### config.mk
export PLATFORM = sky130hd
export DESIGN_NAME = crank_wheel_gen
export DESIGN_NICKNAME = d
export VERILOG_FILES = /design/src/rtl/hwag_pkg.sv /design/src/rtl/crank_pitch_timer.sv /design/src/rtl/crank_wheel_gen.sv
export SDC_FILE = /design/constraint.sdc
export NUM_CORES = 1
export LEC_CHECK = 0
export BUFFER_PORTS_ARGS = -buffer_cell sky130_fd_sc_hd__buf_2
export CAP_MARGIN = 20
export CORE_MARGIN = 1
export CORE_UTILIZATION = 45
export DETAILED_ROUTE_END_ITERATION = 6
export SLEW_MARGIN = 20
export SYNTH_ARGS = -nofsm -noshare
export SYNTH_HDL_FRONTEND = slang
export SYNTH_HIERARCHICAL = 1
export SYNTH_SLANG_ARGS = --single-unit
### constraint.sdc
create_clock -name clk -period 5.5 [get_ports clk]
set_clock_uncertainty 0.2 [all_clocks]
set_input_delay 0.825 -clock clk [delete_from_list [all_inputs] [get_ports clk]]
set_output_delay 0.825 -clock clk [all_outputs]
set_load 0.01 [all_outputs]
### src/rtl/hwag_pkg.sv
// Shared constants and types for the angle-generator path: wheel geometry,
// pitch width and the crank generator state encoding.
package hwag_pkg;
  localparam int PERIOD_WIDTH = 24;
  localparam int TEETH        = 60;
  localparam int MISSING      = 2;
  localparam int MIN_PERIOD   = 4;
  localparam int TCNT_WIDTH   = 6;

  // Top-angle reference: TDC is referenced to the first tooth after the gap.
  localparam int TOP_TOOTH     = 0;
  localparam int DEG_PER_TOOTH = 360 / TEETH;
  localparam int TOPS_PER_REV  = 2;

  typedef enum logic {
    IDLE = 1'b0,
    RUN  = 1'b1
  } gen_state_t;
endpackage

### src/rtl/crank_pitch_timer.sv
// Tooth-pitch timer: latches the clamped pitch and counts cycles within it,
// strobing at the last cycle of each pitch.
module crank_pitch_timer #(
  parameter int PERIOD_WIDTH = hwag_pkg::PERIOD_WIDTH,
  parameter int MIN_PERIOD   = hwag_pkg::MIN_PERIOD
) (
  input  logic                    clk,
  input  logic                    rst,
  input  logic                    start,
  input  logic                    clear,
  input  logic                    active,
  input  logic [PERIOD_WIDTH-1:0] tooth_period,
  output logic [PERIOD_WIDTH-1:0] pcnt,
  output logic [PERIOD_WIDTH-1:0] cur_period,
  output logic                    boundary
);
  localparam logic [PERIOD_WIDTH-1:0] MIN_P = PERIOD_WIDTH'(MIN_PERIOD);

  logic [PERIOD_WIDTH-1:0] eff;

  always_comb begin
    eff = tooth_period;
    if (tooth_period < MIN_P) eff = MIN_P;
  end

  assign boundary = active && (pcnt == cur_period - PERIOD_WIDTH'(1));

  // The new pitch is only picked up at a boundary so a pitch in flight is
  // never stretched or cut; clear wins so a stop never reloads.
  always_ff @(posedge clk or posedge rst) begin
    if (rst) begin
      cur_period <= '0;
      pcnt       <= '0;
    end else if (clear) begin
      pcnt <= '0;
    end else if (start) begin
      cur_period <= eff;
      pcnt       <= '0;
    end else if (active) begin
      if (boundary) begin
        cur_period <= eff;
        pcnt       <= '0;
      end else begin
        pcnt <= pcnt + PERIOD_WIDTH'(1);
      end
    end
  end
endmodule

### src/rtl/crank_wheel_gen.sv
// 60-2 crank wheel and cam phase generator driven by a programmable tooth
// pitch; feeds the angle generator sensor inputs in self-test builds.
module crank_wheel_gen
  import hwag_pkg::*;
#(
  parameter int PERIOD_WIDTH = hwag_pkg::PERIOD_WIDTH,
  parameter int TEETH        = hwag_pkg::TEETH,
  parameter int MISSING      = hwag_pkg::MISSING,
  parameter int MIN_PERIOD   = hwag_pkg::MIN_PERIOD
) (
  input  logic                    clk,
  input  logic                    rst,
  input  logic                    ena,
  input  logic [PERIOD_WIDTH-1:0] tooth_period,
  output logic                    cap,
  output logic                    cam,
  output logic [5:0]              tooth_num,
  output logic                    rev_start,
  output logic                    running
);
  localparam logic [5:0] LAST_TOOTH = 6'(TEETH - 1);
  localparam logic [5:0] GAP_START  = 6'(TEETH - MISSING);

  gen_state_t              state, next_state;
  logic                    start, stop, active, boundary;
  logic [PERIOD_WIDTH-1:0] pcnt, cur_period, high;
  logic [5:0]              tcnt;
  logic                    phase;

  assign active = (state == RUN);

  crank_pitch_timer #(
    .PERIOD_WIDTH(PERIOD_WIDTH),
    .MIN_PERIOD  (MIN_PERIOD)
  ) u_timer (
    .clk         (clk),
    .rst         (rst),
    .start       (start),
    .clear       (stop),
    .active      (active),
    .tooth_period(tooth_period),
    .pcnt        (pcnt),
    .cur_period  (cur_period),
    .boundary    (boundary)
  );

  always_ff @(posedge clk or posedge rst) begin
    if (rst) state <= IDLE;
    else     state <= next_state;
  end

  // ena drops immediately; a zero pitch only stops at the end of a tooth.
  always_comb begin
    next_state = state;
    start      = 1'b0;
    stop       = 1'b0;
    case (state)
      IDLE: if (ena && tooth_period != '0) begin
        next_state = RUN;
        start      = 1'b1;
      end
      RUN: if (!ena || (boundary && tooth_period == '0)) begin
        next_state = IDLE;
        stop       = 1'b1;
      end
      default: next_state = IDLE;
    endcase
  end

  always_ff @(posedge clk or posedge rst) begin
    if (rst) begin
      tcnt  <= '0;
      phase <= 1'b0;
    end else if (stop || !active) begin
      tcnt  <= '0;
      phase <= 1'b0;
    end else if (boundary) begin
      if (tcnt == LAST_TOOTH) begin
        tcnt  <= '0;
        phase <= ~phase;
      end else begin
        tcnt <= tcnt + 6'd1;
      end
    end
  end

  // Decode from state registers only; odd pitches leave the extra cycle low.
  assign high      = cur_period >> 1;
  assign cap       = active && (tcnt < GAP_START) && (pcnt < high);
  assign rev_start = active && (tcnt == '0) && (pcnt == '0);
  assign cam       = phase;
  assign tooth_num = tcnt;
  assign running   = active;
endmodule

==> results of run 1 <==
cells by family after synthesis:
family,after synthesis
AOI/OAI and AO/OA,79
DFF,56
and+or+nand+nor,210
buffers and inverters,51
adders and majority gates,26
xor gates and xnor gates,49
muxes,26
cell usage after synthesis, drive strengths merged, types with 6 or more instances:
cell    count
xor2       24
nor4       24
o211ai      7
and3        7
or4         7
nand4      15
inv        34
nand2b      8
xnor2      24
nand2      33
buf        11
o21ai      14
nor3b       6
a21oi      14
dfrtp      56
ha         26
nor2       40
nand3      30
nor3       10
mux2       23
worst register-to-register path, delay by kind of cell (launching register included):
kind	cells	cell delay, ns
adder cells (fa/ha/maj)	1	0.46
flip-flops	1	0.45
AND/OR/NAND/NOR	9	2.53
buffers and inverters	4	0.91
XOR/XNOR	1	0.16
AO/OA/AOI/OAI	1	0.31
metrics by stage:
step                      power [W]  setup WS (ns)  cells  hold slack [ns]
final                       0.00114          0.366    661            0.254
after global routing        0.00122         0.0349    661            0.279
after floorplan            0.000814           1.13    497            0.325
after CTS                   0.00114          0.400    661            0.251
after detailed placement   0.000913          0.445    653            0.384
after global placement     0.000905          0.598    653            0.381
routing by layer:
metal | share of wire, % | vias to the layer above | track usage, % | wire [um]
met2 | 46 | 103 | 36.0 | 5190
met5 | 0 | - | 0 | 0
met1 | 49 | 1862 | 34.5 | 5560
met3 | 4.1 | 13 | 2.67 | 467
li1 | - | 1888 | - | -
met4 | 1.4 | 0 | 5.38 | 159
registers in the layout, indices dropped and copies added, names as in the netlist:
name,cells
u_timer/cur_period,24
u_timer/pcnt,24
tooth_num,6
cam,1
running,1
final cells by class:
| class | instances | area, sq um | share of cell area, % |
|---|---|---|---|
| clock buffer | 5 | 68.8 | 1.41 |
| sequential | 56 | 1400 | 28.8 |
| multi-input combinational | 390 | 2880 | 59.1 |
| clock inverter | 3 | 21.3 | 0.437 |
| tap | 133 | 166 | 3.42 |
| timing repair buffer | 39 | 203 | 4.16 |
| inverter | 35 | 133 | 2.72 |
worst max-delay path by stage:
stage                                                  from                                  to  slack (ns)  cells past startpoint
final                     u_timer/cur_period[0]$_DFFE_PP0P_        u_timer/pcnt[14]$_DFFE_PP0P_        0.37                     16
after global routing      u_timer/cur_period[0]$_DFFE_PP0P_         u_timer/pcnt[9]$_DFFE_PP0P_        0.03                     16
after CTS                 u_timer/cur_period[0]$_DFFE_PP0P_        u_timer/pcnt[14]$_DFFE_PP0P_        0.40                     16
after detailed placement  u_timer/cur_period[0]$_DFFE_PP0P_         u_timer/pcnt[2]$_DFFE_PP0P_        0.44                     16
after global placement    u_timer/cur_period[6]$_DFFE_PP0P_        u_timer/pcnt[13]$_DFFE_PP0P_        0.60                     14
after floorplan           u_timer/cur_period[6]$_DFFE_PP0P_  u_timer/cur_period[10]$_DFFE_PP0P_        1.13                     16
where the power goes:
part | switching, W | internal, W | total [W]
combinational | 0.000179 | 0.000176 | 0.000355
sequential | 0.000102 | 0.000454 | 0.000556
clock | 0.000138 | 0.0000908 | 0.000228
==> metrics.txt, run 1 <==
CP cell instances=inv_1 -> ha_1 -> nor4b_1 -> nand4_1 -> xnor2_1 -> or3b_2 -> or3_1 -> or4_1 -> inv_1 -> clkinv_1 -> o31ai_1 -> and2_1 -> or2_2 -> nand2b_1 -> buf_4 -> nor2_1; Post-synth EDFFs=0; Worst Hold Class=input pin to asynchronous set/reset pin; CP top delay family=simple AND/OR/NAND/NOR gates; DRT antenna net count=0; Mapped Nets=550; WS Path Type=flop to flop; worst flop-to-flop path endpoint=u_timer/pcnt[14]$_DFFE_PP0P_; post-synth top area cell=dfrtp_1; CP max stage delay=around 0.7 ns; commonest non-fill, non-tap cells in the layout=dfrtp_1 (56), nor2_1 (40), buf_2 (36); Worst Path Required=5.50 ns; Post-Synth XOR/XNOR Area=9.85%; TritonCTS Sinks=56; Seq cells post-synth=56; DP Wirelength=8.84 mm; # diodes=0; DRC=0; fin util=50.1%; TritonCTS clock tree=yes; count of endpoints failing setup in the final report=0; H-tree Lvls=2; Core Rows=36; Total Nets Final=580; mux contribution to synthesized area=7.91%; mapped cell area=4510 sq um; Synth warnings=6; antenna violations before repair=0; DRT Pass-1 Iters=4; Critical path buffers and inverters=4; CP startpoint kind=flop; Final Routed Wirelength=11.4 mm; largest net degree at the start of global routing=49; Synth Area in Compound Gates=12.6%; Critical Path AT=5.13 ns; commonest non-fill, non-tap cell in the layout=dfrtp_1; slew margin rel.=a little under a third; DR WL/cell=around 17 um; status=finished, final reports clean; Crit. End Element=flop; Die ar.=10400 sq um; leading register cell type out of synthesis=dfrtp_1; Core Box Area=9730 sq um; Synth Instances=497; CTS buffer count=5; Final Slew Violations=0; Die Span Y=102 um; Area Overhead vs Synth=7.99%; Filler Cell Count=963; R2R Setup Slk=0.37 ns; I/O Buffers=36; Skew-Pair Late Insertion Delay=0.31 ns; CP max FO=20; Fin. Hold Viols=0; post-CTS setup repair buffer count=0; Synth cell types=67; Fmax=195 MHz; first-pass GRT wire length=18.7 mm; final worst-path cycle share=between 90% and 100%; path depth of the worst reg2reg path=16; grt total ovfl=0; top cell type's share of synthesized area=31.1%; GRT Util Overall=between 20% and 30%; I/O Pins=37; Power Dens Cells=234 nW/um^2; Pleak=2.08 nW; worst r2r src=u_timer/cur_period[0]$_DFFE_PP0P_; asr flop ratio synth=100%; post-route design area=4870 sq um; Mean Syn Cell Area=9.08 sq um; CP max stage cell=or4_1; worst vdd ir=161 uV; vias in the first global route=3494; layout cell share with drive strength beyond 1=16.1%; DP Area=~4800 sq um; Post-Synth Adder-Cell Area=7.21%; CTS clk-pin slew, worst paths=around 0.11 ns; Tmin final=just over 5 ns; CTS root buf=clkbuf_8; Max Cap Violations=0; CTS Hold Bufs=0; Post-CTS Resized=0; DIE WIDTH=102 um; Synth area leaders=dfrtp_1 (31%), ha_1 (7.2%), mux2_4 (6.0%); vias post-DR=3866; largest family of logic cells by synthesized area=simple AND/OR/NAND/NOR gates; GPL Wtd Cong=0.947; Initial Util=a little under half; Post-Synth Simple-Gate Area=26.3%; Vias per Instance=a little under 6; Worst-Margin Slew=between 1 and 1.5 ns; cell mode on critical path=inv_1; Max clock buf depth=2; Seq/Total Area, Yosys=about 31%; setup TNS=0 ns; RSZ-0062 raised after global routing=no; First DRT Iteration DRCs=203
(Power assumes the default switching activity.)
==> run 2: changes to the inputs <==
BUFFER_PORTS_ARGS = default   (was -buffer_cell sky130_fd_sc_hd__buf_2)
DONT_BUFFER_PORTS = 1   (was default)
==> run 2 against run 1 <==
First-iteration DRC count is 1.5% lower. Wire length decreased by 1.6%. Clock power is 3% higher. Flip-flop and latch count stayed put. Critical endpoint is now u_timer/pcnt[20]$_DFFE_PP0P_. Final cell count is 5.4% lower. Utilization fell by 1.9 points. Die area unchanged. Sequential share of layout area is 1.1 points higher. Via count shrank 4.6%.
==> metrics.txt, run 2 (same netlist as run 1, synthesis figures left out) <==
vias post-DR=3688 (-4.6%); Filler Cell Count=962 (-0.10%); Core Rows=36 (unchanged); worst vdd ir=159 uV (-1.2%); Critical Path AT=5.10 ns (-0.03 ns); DRC=0 (unchanged); Inst Count DP=617 (-5.5%); First DRT Iteration DRCs=200 (-1.5%); H-tree Lvls=2 (unchanged); Post-CTS Resized=0 (unchanged); TritonCTS clock tree=yes; Skew-Pair Late Insertion Delay=0.31 ns (about the same); Power Total=0.00113 W (-1.0%); CP max stage cell=or4_1; CTS root buf=clkbuf_8; count of endpoints failing setup in the final report=0 (unchanged); cell mode on critical path=inv_1; RSZ-0062 raised after global routing=no; Fmax=196 MHz (+0.53%); DRT antenna net count=0 (unchanged); Max clock buf depth=2 (unchanged); Power Dens Cells=240 nW/um^2 (+2.8%); grt total ovfl=0 (unchanged); Final Slew Violations=0 (unchanged); CP max FO=20 (unchanged); Die ar.=10400 sq um (unchanged); CTS buffer count=5 (unchanged); I/O Pins=37 (unchanged); WS Path Type=flop to flop; antenna violations before repair=0 (unchanged); CP cell instances=inv_1 -> ha_1 -> nor4b_1 -> nand4_1 -> xnor2_1 -> or3b_2 -> or3_1 -> or4_1 -> inv_1 -> clkinv_1 -> o31ai_1 -> and2_1 -> or2_2 -> nand2b_1 -> buf_4 -> nor2_1; Die Span Y=102 um (unchanged); DP Wirelength=8.69 mm (-1.7%); CTS Hold Bufs=0 (unchanged); TritonCTS Sinks=56 (unchanged); DIE WIDTH=102 um (unchanged); status=finished, final reports clean; Max Cap Violations=0 (unchanged); vias in the first global route=3557 (+1.8%); Area Overhead vs Synth=3.99%; Worst Hold Class=input pin to asynchronous set/reset pin; Fin. Hold Viols=0 (unchanged); final worst-path cycle share=92.8% (-0.50 points); slew margin rel.=33.0% (+2.1 points); CTS clk-pin slew, worst paths=0.10 ns (about the same); Initial Util=46.4% (unchanged); layout cell share with drive strength beyond 1=9.55% (-6.5 points); Pleak=1.92 nW (-7.3%); CP max stage delay=0.67 ns (about the same); DRT Pass-1 Iters=4 (unchanged); Worst Path Required=5.49 ns (about the same); Vias per Instance=5.90 (+0.89%); largest net degree at the start of global routing=49 (unchanged); GPL Wtd Cong=0.922 (-2.7%); commonest non-fill, non-tap cell in the layout=dfrtp_1; Total Nets Final=544 (-6.2%); GRT Util Overall=23.4% (+0.15 points); I/O Buffers=0 (-100%); final cell count without fillers=625 (-5.4%); commonest non-fill, non-tap cells in the layout=dfrtp_1 (56), nor2_1 (40), nand2_1 (33), inv_1 (33), nand3_1 (30); first-pass GRT wire length=18.7 mm (+0.19%); Final Routed Wirelength=11.2 mm (-1.6%); pre-CTS worst setup slack=0.427 ns (-0.0176 ns); # diodes=0 (unchanged); setup ws final=0.394 ns (+0.0273 ns); setup TNS=0 ns (unchanged); Core Box Area=9730 sq um (unchanged); post-CTS setup repair buffer count=0 (unchanged); Tmin final=5.11 ns (-0.0273 ns); CP startpoint kind=flop; Worst-Margin Slew=1.00 ns (-0.0318 ns); DR WL/cell=17.9 um (+4.1%); Crit. End Element=flop; final hold slack=0.145 ns (-0.110 ns)
-- run 2: metal layers --
layer	vias to the layer above	wire, um	track usage (%)
li1	1812	-	-
met1	1782	5520	34.9
met2	86	5170	36.3
met3	8	404	2.87
met4	0	114	4.84
met5	-	0	0
-- run 2: worst max-delay path: cells and delay by family (launching register included) --
family                   cells  cell delay [ns]
adder cells (fa/ha/maj)      1             0.45
AO/OA/AOI/OAI                1             0.29
buffers and inverters        4             0.89
flip-flops                   1             0.44
AND/OR/NAND/NOR              9             2.56
XOR/XNOR                     1             0.16
-- run 2: path summary, 6_finish.rpt --
check	from	endpoint	slack [ns]	cells past startpoint
hold reg to reg	u_timer/cur_period[23]$_DFFE_PP0P_	u_timer/cur_period[23]$_DFFE_PP0P_	0.44	1
hold / removal	rst	cam$_DFFE_PP0P_	0.14	1
min in group clk	ena	running$_DFF_PP0_	0.42	1
max in group asynchronous	rst	u_timer/pcnt[20]$_DFFE_PP0P_	4.26	1
setup reg to reg	u_timer/cur_period[0]$_DFFE_PP0P_	u_timer/pcnt[20]$_DFFE_PP0P_	0.39	16
setup / recovery	u_timer/cur_period[0]$_DFFE_PP0P_	u_timer/pcnt[20]$_DFFE_PP0P_	0.39	16
-- run 2: where the power goes --
part | internal [W] | leakage, nW | total, W | switching [W]
combinational | 0.000168 | 1.16 | 0.000338 | 0.000170
clock | 0.000103 | 0.0455 | 0.000235 | 0.000131
sequential | 0.000455 | 0.722 | 0.000555 | 0.000100
-- run 2: area by class of cell --
cell class	count	area, sq um	area share, %
inverter	35	133	2.83
sequential	56	1400	29.9
tap	133	166	3.55
clock buffer	8	90.1	1.92
timing repair buffer	3	22.5	0.480
multi-input combinational	390	2880	61.3
-- run 2: stage by stage --
stage / utilization (%) / area [sq um]
2_1_floorplan: - / 4510
3_3_place_gp: 47.3 / 4600
3_5_place_dp: 47.3 / 4600
4_1_cts: 48.2 / 4690
5_1_grt: 48.2 / 4690
6_report: 48.2 / 4690
